==> src/rtl/pam_rx_analyzer.sv <==
// Receive-side test packet analyzer: tracks framing of the returning 134-bit
// packet stream, measures one-way latency and keeps per-flow statistics.
module pam_rx_analyzer #(
  parameter int unsigned FLOW_NUM = 8,
  parameter int unsigned TS_W     = 48,
  parameter logic [31:0] LAT_SAT  = 32'hFFFF_FFFF
) (
  input  logic                     clk,
  input  logic                     rst,
  input  logic                     cnt_rst,
  input  logic [TS_W-1:0]          timestamp,
  input  logic [FLOW_NUM*12-1:0]   in_pam_pkt_len,
  input  logic [133:0]             in_pam_data,
  input  logic                     in_pam_data_wr,
  input  logic                     in_pam_data_valid,
  input  logic                     in_pam_data_valid_wr,
  output logic [FLOW_NUM*32-1:0]   out_pam_pkt_cnt,
  output logic [31:0]              out_pam_len_err_cnt,
  output logic [31:0]              out_pam_fmt_err_cnt,
  output logic [31:0]              out_pam_drop_cnt,
  output logic [31:0]              out_pam_last_lat,
  output logic [31:0]              out_pam_max_lat
);

  localparam int unsigned FID_W = $clog2(FLOW_NUM);

  typedef enum logic [2:0] {
    S_IDLE,
    S_BODY,
    S_WAIT,
    S_DISCARD,
    S_COMMIT
  } state_t;

  state_t            state_q;
  logic [FID_W-1:0]  flow_q;
  logic [TS_W-1:0]   tx_ts_q;
  logic [TS_W-1:0]   rx_ts_q;
  logic [11:0]       byte_cnt_q;
  logic [11:0]       byte_cnt_d;
  logic              good_q;

  logic [31:0]       pkt_cnt_q [FLOW_NUM];
  logic [31:0]       len_err_q;
  logic [31:0]       fmt_err_q;
  logic [31:0]       drop_q;
  logic [31:0]       last_lat_q;
  logic [31:0]       max_lat_q;

  logic              is_head;
  logic              is_mid;
  logic              is_tail;
  logic              fmt_inc;
  logic              commit_good;
  logic              commit_drop;
  logic [4:0]        add_bytes;
  logic [12:0]       byte_sum;
  logic [TS_W-1:0]   lat_full;
  logic [31:0]       lat_d;
  logic [11:0]       cfg_len;
  logic              unused_bits;

  assign unused_bits = ^{in_pam_data[127:TS_W+64], in_pam_data[63:FID_W]};

  // The commit cycle handles incoming words exactly like IDLE, which is what
  // lets a head directly after a committed packet start with no bubble.
  always_comb begin
    is_head     = in_pam_data_wr && (in_pam_data[133:132] == 2'b01);
    is_mid      = in_pam_data_wr && (in_pam_data[133:132] == 2'b11);
    is_tail     = in_pam_data_wr && (in_pam_data[133:132] == 2'b10);
    fmt_inc     = ((state_q == S_IDLE || state_q == S_COMMIT) && (is_mid || is_tail)) ||
                  ((state_q == S_BODY || state_q == S_WAIT) && is_head);
    commit_good = (state_q == S_COMMIT) && good_q;
    commit_drop = (state_q == S_COMMIT) && !good_q;
  end

  always_comb begin
    add_bytes  = is_tail ? (5'd16 - {1'b0, in_pam_data[131:128]}) : 5'd16;
    byte_sum   = {1'b0, byte_cnt_q} + {8'd0, add_bytes};
    byte_cnt_d = byte_sum[12] ? 12'hFFF : byte_sum[11:0];
    lat_full   = rx_ts_q - tx_ts_q;
    lat_d      = (|lat_full[TS_W-1:32]) ? LAT_SAT : lat_full[31:0];
    cfg_len    = '0;
    for (int unsigned k = 0; k < FLOW_NUM; k++) begin
      if (flow_q == FID_W'(k)) cfg_len = in_pam_pkt_len[k*12 +: 12];
    end
  end

  always_ff @(posedge clk) begin
    if (rst) begin
      state_q    <= S_IDLE;
      flow_q     <= '0;
      tx_ts_q    <= '0;
      rx_ts_q    <= '0;
      byte_cnt_q <= '0;
      good_q     <= 1'b0;
    end else if (is_head) begin
      // A head always opens a new packet; any packet in flight is abandoned.
      state_q    <= S_BODY;
      flow_q     <= in_pam_data[FID_W-1:0];
      tx_ts_q    <= in_pam_data[64 +: TS_W];
      rx_ts_q    <= timestamp;
      byte_cnt_q <= 12'd16;
    end else begin
      case (state_q)
        S_IDLE, S_COMMIT: state_q <= is_mid ? S_DISCARD : S_IDLE;
        S_BODY: begin
          if (is_mid) begin
            byte_cnt_q <= byte_cnt_d;
          end else if (is_tail) begin
            byte_cnt_q <= byte_cnt_d;
            if (in_pam_data_valid_wr) begin
              good_q  <= in_pam_data_valid;
              state_q <= S_COMMIT;
            end else begin
              state_q <= S_WAIT;
            end
          end
        end
        S_WAIT: begin
          if (in_pam_data_valid_wr) begin
            good_q  <= in_pam_data_valid;
            state_q <= S_COMMIT;
          end
        end
        S_DISCARD: if (is_tail) state_q <= S_IDLE;
        default:   state_q <= S_IDLE;
      endcase
    end
  end

  always_ff @(posedge clk) begin
    if (rst || cnt_rst) begin
      for (int unsigned k = 0; k < FLOW_NUM; k++) pkt_cnt_q[k] <= '0;
      len_err_q  <= '0;
      fmt_err_q  <= '0;
      drop_q     <= '0;
      last_lat_q <= '0;
      max_lat_q  <= '0;
    end else begin
      if (fmt_inc)     fmt_err_q <= fmt_err_q + 32'd1;
      if (commit_drop) drop_q    <= drop_q + 32'd1;
      if (commit_good) begin
        pkt_cnt_q[flow_q] <= pkt_cnt_q[flow_q] + 32'd1;
        if (byte_cnt_q != cfg_len) len_err_q <= len_err_q + 32'd1;
        last_lat_q <= lat_d;
        if (lat_d > max_lat_q) max_lat_q <= lat_d;
      end
    end
  end

  always_comb begin
    out_pam_pkt_cnt = '0;
    for (int unsigned k = 0; k < FLOW_NUM; k++) begin
      out_pam_pkt_cnt[k*32 +: 32] = pkt_cnt_q[k];
    end
  end

  assign out_pam_len_err_cnt = len_err_q;
  assign out_pam_fmt_err_cnt = fmt_err_q;
  assign out_pam_drop_cnt    = drop_q;
  assign out_pam_last_lat    = last_lat_q;
  assign out_pam_max_lat     = max_lat_q;

endmodule

==> config.mk <==
export PLATFORM = sky130hd
export DESIGN_NAME = pam_rx_analyzer
export DESIGN_NICKNAME = d
export VERILOG_FILES = /design/src/rtl/pam_rx_analyzer.sv
export SDC_FILE = /design/constraint.sdc
export NUM_CORES = 1
export LEC_CHECK = 0
export ABC_AREA = 0
export BUFFER_PORTS_ARGS = -buffer_cell sky130_fd_sc_hd__buf_2
export CORE_AREA = 2 2 272 274
export DETAILED_ROUTE_END_ITERATION = 10
export DIE_AREA = 0 0 274 276
export PLACE_DENSITY = 0.61
export SYNTH_ARGS = -nofsm -noshare
export SYNTH_HDL_FRONTEND = slang
export SYNTH_SLANG_ARGS = --single-unit
==> constraint.sdc <==
create_clock -name clk -period 5.9 [get_ports clk]
set_input_delay 0.59 -clock clk [delete_from_list [all_inputs] [get_ports clk]]
set_output_delay 0.59 -clock clk [all_outputs]
set_load 0.01 [all_outputs]
==> flow_metrics.env <==
export IMPL_drive_gt1_share_pct=26.5
export IMPL_ys_warn_count=0
export IMPL_area_growth_syn_to_layout_pct=22.1
export IMPL_yosys_area_top_type="edfxtp_1"
export IMPL_outcome="complete, no violations"
export IMPL_crit_path_start_kind="register"
export IMPL_post_synth_top_count_cell="nor2_1"
export IMPL_worstSetupPathType="reg -> reg"
export IMPL_grt_overflow=0
export IMPL_netlist_area_leader_share_pct=28.1
export IMPL_fin_util_pct=46.0
export IMPL_whs_ns=0.216
export IMPL_vias=23500
export IMPL_cp_startpoint="tx_ts_q[1]"
export IMPL_routed_via_density=5.37
export IMPL_ir_drop_mv=0.230
export IMPL_final_min_clock_period_ns=5.60
export IMPL_clk_latency_ns=0.62
export IMPL_async_flop_share_pct=0
export IMPL_path_common_cell="o21ai_0"
export IMPL_crit_required_ns=6.44
export IMPL_drt_initial_drc_count=1811
export IMPL_cts_sinks=534
export IMPL_timing_rr_end="out_pam_max_lat[20]"
export IMPL_power_density_nw_per_um2=265
export IMPL_tritoncts="done"
export IMPL_min_path_cells=3
export IMPL_crit_slowest_cell="o41ai_2"
export IMPL_clock_power_share_pct=39.9
export IMPL_coreArea_um2=72600
export IMPL_place_area_um2=31400
export IMPL_hpwl_um=71400
export IMPL_ys_ff_latch=534
export IMPL_yosys_top_cells_area="edfxtp_1 28%, dfxtp_1 20%, nor2_1 5.8%"
export IMPL_worstHoldStart="in_pam_data[104]"
export IMPL_switching_power_uw=2400
export IMPL_endpoint_kind="register"
export IMPL_clkTransAtPathRegs_ns=0.06
export IMPL_cp_top_family="compound AO/OA/AOI/OAI gates"
export IMPL_final_hold_viol_count=0
export IMPL_post_drt_wl_per_cell_um=22.2
export IMPL_synth_common_cells="423 x nor2_1, 369 x nand2_1, 278 x dfxtp_1, 256 x edfxtp_1, 205 x a21oi_1"
export IMPL_path_max_fanout=30
export IMPL_antenna_found_initial=22
export IMPL_cts_hold_buf=0
export IMPL_cts_htree_levels=2
export IMPL_met1Wirelength_um=39200
export IMPL_ff2ff_path_depth=24
export IMPL_grt_max_degree=80
export IMPL_worst_path_buf_inv=4
export IMPL_critPathMaxStageDelay_ns=0.45
export IMPL_place_gp_congestion=0.875
export IMPL_wl_met2_um=45300
export IMPL_routed_top_layer="met5"
export IMPL_p_leak_uw=0.0137
export IMPL_ioPinCount=700
export IMPL_fin_crit_sh_pct=94.9
export IMPL_max_slew_worst_pin_slew_ns=1.24
export IMPL_port_buffers=622
export IMPL_grt_pass1_wl_um=141000
export IMPL_row_count=99
export IMPL_synth_fp_nets=3139
export IMPL_synth_edff_count=256
export IMPL_power_frac_comb_pct=14.2
export IMPL_dp_slack_ns=0.105
export IMPL_synth_flop_cell="dfxtp_1"
export IMPL_hold_end="tx_ts_q[40]"
export IMPL_internal_power_uw=6430
export IMPL_numCtsBuffers=57
export IMPL_wl_um=97000
export IMPL_die_w_um=274
export IMPL_hp_class="in -> reg"
export IMPL_maxCapViolations=0
export IMPL_drc_errors=0
export IMPL_fin_nets=3733
export IMPL_worst_clock_skew_ns=0.0232
export IMPL_slew_viol_final=0
export IMPL_netlist_area_um2=27300
export IMPL_dieArea_um2=75600
export IMPL_setup_viol=0
export IMPL_clockBufferDepth=3
export IMPL_relSlewSlack_pct=17.4
export IMPL_grtUsageTotal_pct=24.7
export IMPL_post_synth_inst_count=2764
export IMPL_cts_root_buf="clkbuf_16"
export IMPL_first_global_vias=22400
export IMPL_fin_area_um2=33400
export IMPL_syn_avg_cell_area_um2=9.89
export IMPL_ys_seq_area_share_pct=48.5
export IMPL_switching_share_pct=27.2
export IMPL_route_met3_wl_um=8800
export IMPL_p_total_uw=8830
export IMPL_cp_arrival_ns=6.14
export IMPL_firstDrtPassIters=5
export IMPL_setup_slack_ns=0.301
export IMPL_seqPwrFrac_pct=45.9
export IMPL_max_freq_ghz=0.179
export IMPL_worst_r2r_startpoint="tx_ts_q[1]"
export IMPL_die_h_um=276
export IMPL_r2r_slack_ns=0.30
export IMPL_start_util_pct=37.6
export IMPL_crit_chain="inv_1, ha_1, nor2b_1, o2111a_1, nor3_2, o21ai_1, a41oi_2, o41ai_2, xnor2_1, nor4_1, and4b_4, buf_4, nand2_1, ha_1, nand4_1, nor3_1, o21ai_0, a21boi_0, o21ai_0, buf_4, a21oi_4, buf_12, o21ai_0, a31oi_1"
export IMPL_ys_types=82
export IMPL_ant_nets=0
-- sequential cells by signal, indices dropped and copies added, names as in the netlist, named ones only --
| register | count |
|---|---|
| pkt_cnt_q | 256 |
| tx_ts_q | 48 |
| good_q | 1 |
| flow_q | 3 |
| state_q | 3 |
| rx_ts_q | 48 |
| byte_cnt_q | 12 |
| out_pam_len_err_cnt | 32 |
| out_pam_fmt_err_cnt | 32 |
| out_pam_max_lat | 32 |
| out_pam_drop_cnt | 32 |
| out_pam_last_lat | 32 |
-- worst min-delay path: cells and delay by family --
kind	cells	cell delay (ns)
compound gates	1	0.05
buf+inv	1	0.09
simple gates	1	0.05
-- area by class of cell --
cell class,count,area [um2]
clock buffers,75,1550
repair buffers,695,3740
multi-input cells,1956,12900
well taps,959,1200
fillers,7004,39200
clock inverters,29,278
inverters,114,428
flip-flops and latches,534,13300
diodes,5,12.5
-- power groups by stage --
stage	sequential [uW]	clock, uW	combinational, uW
floorplan	4130	0	703
global placement	4130	0	1220
detailed placement	4130	0	1220
CTS	4050	3590	1220
finish	4050	3520	1260
global route	4060	3730	1350
-- how the worst max path moves through the flow --
| stage | depth (start not counted) | to |
|---|---|---|
| 3_3_place_gp | 25 | out_pam_max_lat[12] |
| 5_1_grt | 24 | out_pam_max_lat[20] |
| 2_1_floorplan | 27 | out_pam_max_lat[23] |
| 6_report | 24 | out_pam_max_lat[20] |
| 4_1_cts | 26 | out_pam_max_lat[14] |
| 3_5_place_dp | 26 | out_pam_max_lat[14] |
-- what timing repair did --
action	in CTS	in global routing
gates resized for setup	0	22
endpoints found under the setup margin	0	32
setup buffers	0	2
-- metrics by stage --
step	TNS, ns	instances
final	0	4367
after global routing	-2.55	4364
after floorplan	0	2764
after CTS	0	4360
after detailed placement	0	4256
after global placement	0	4256
-- metal layers --
metal  track usage (%)  up-vias
met4              8.39       26
met3              6.50      194
met2              40.9     1028
li1                  -    11000
met5                 0        -
met1              31.1    11200
-- layout by cell type, fill, tap and decap left out, types with 70 or more instances in the layout --
master and n:
buf_2 621, nor2_1 421, nand2_1 362, dfxtp_1 273, edfxtp_1 256, a21oi_1 200, o21ai_0 136, inv_1 114
xor2_1 90, ha_1 87, a31oi_1 75, xnor2_1 70
-- cell families after synthesis --
kind of cell,after synthesis,synth area share (%)
xor+xnor,165,5.51
simple gates,1042,16.6
compound gates,521,11.1
buf+inv,274,4.76
mux,137,9.27
fa+ha+maj,91,4.22
flops,534,48.5
Power figures use the tool's default switching activity.
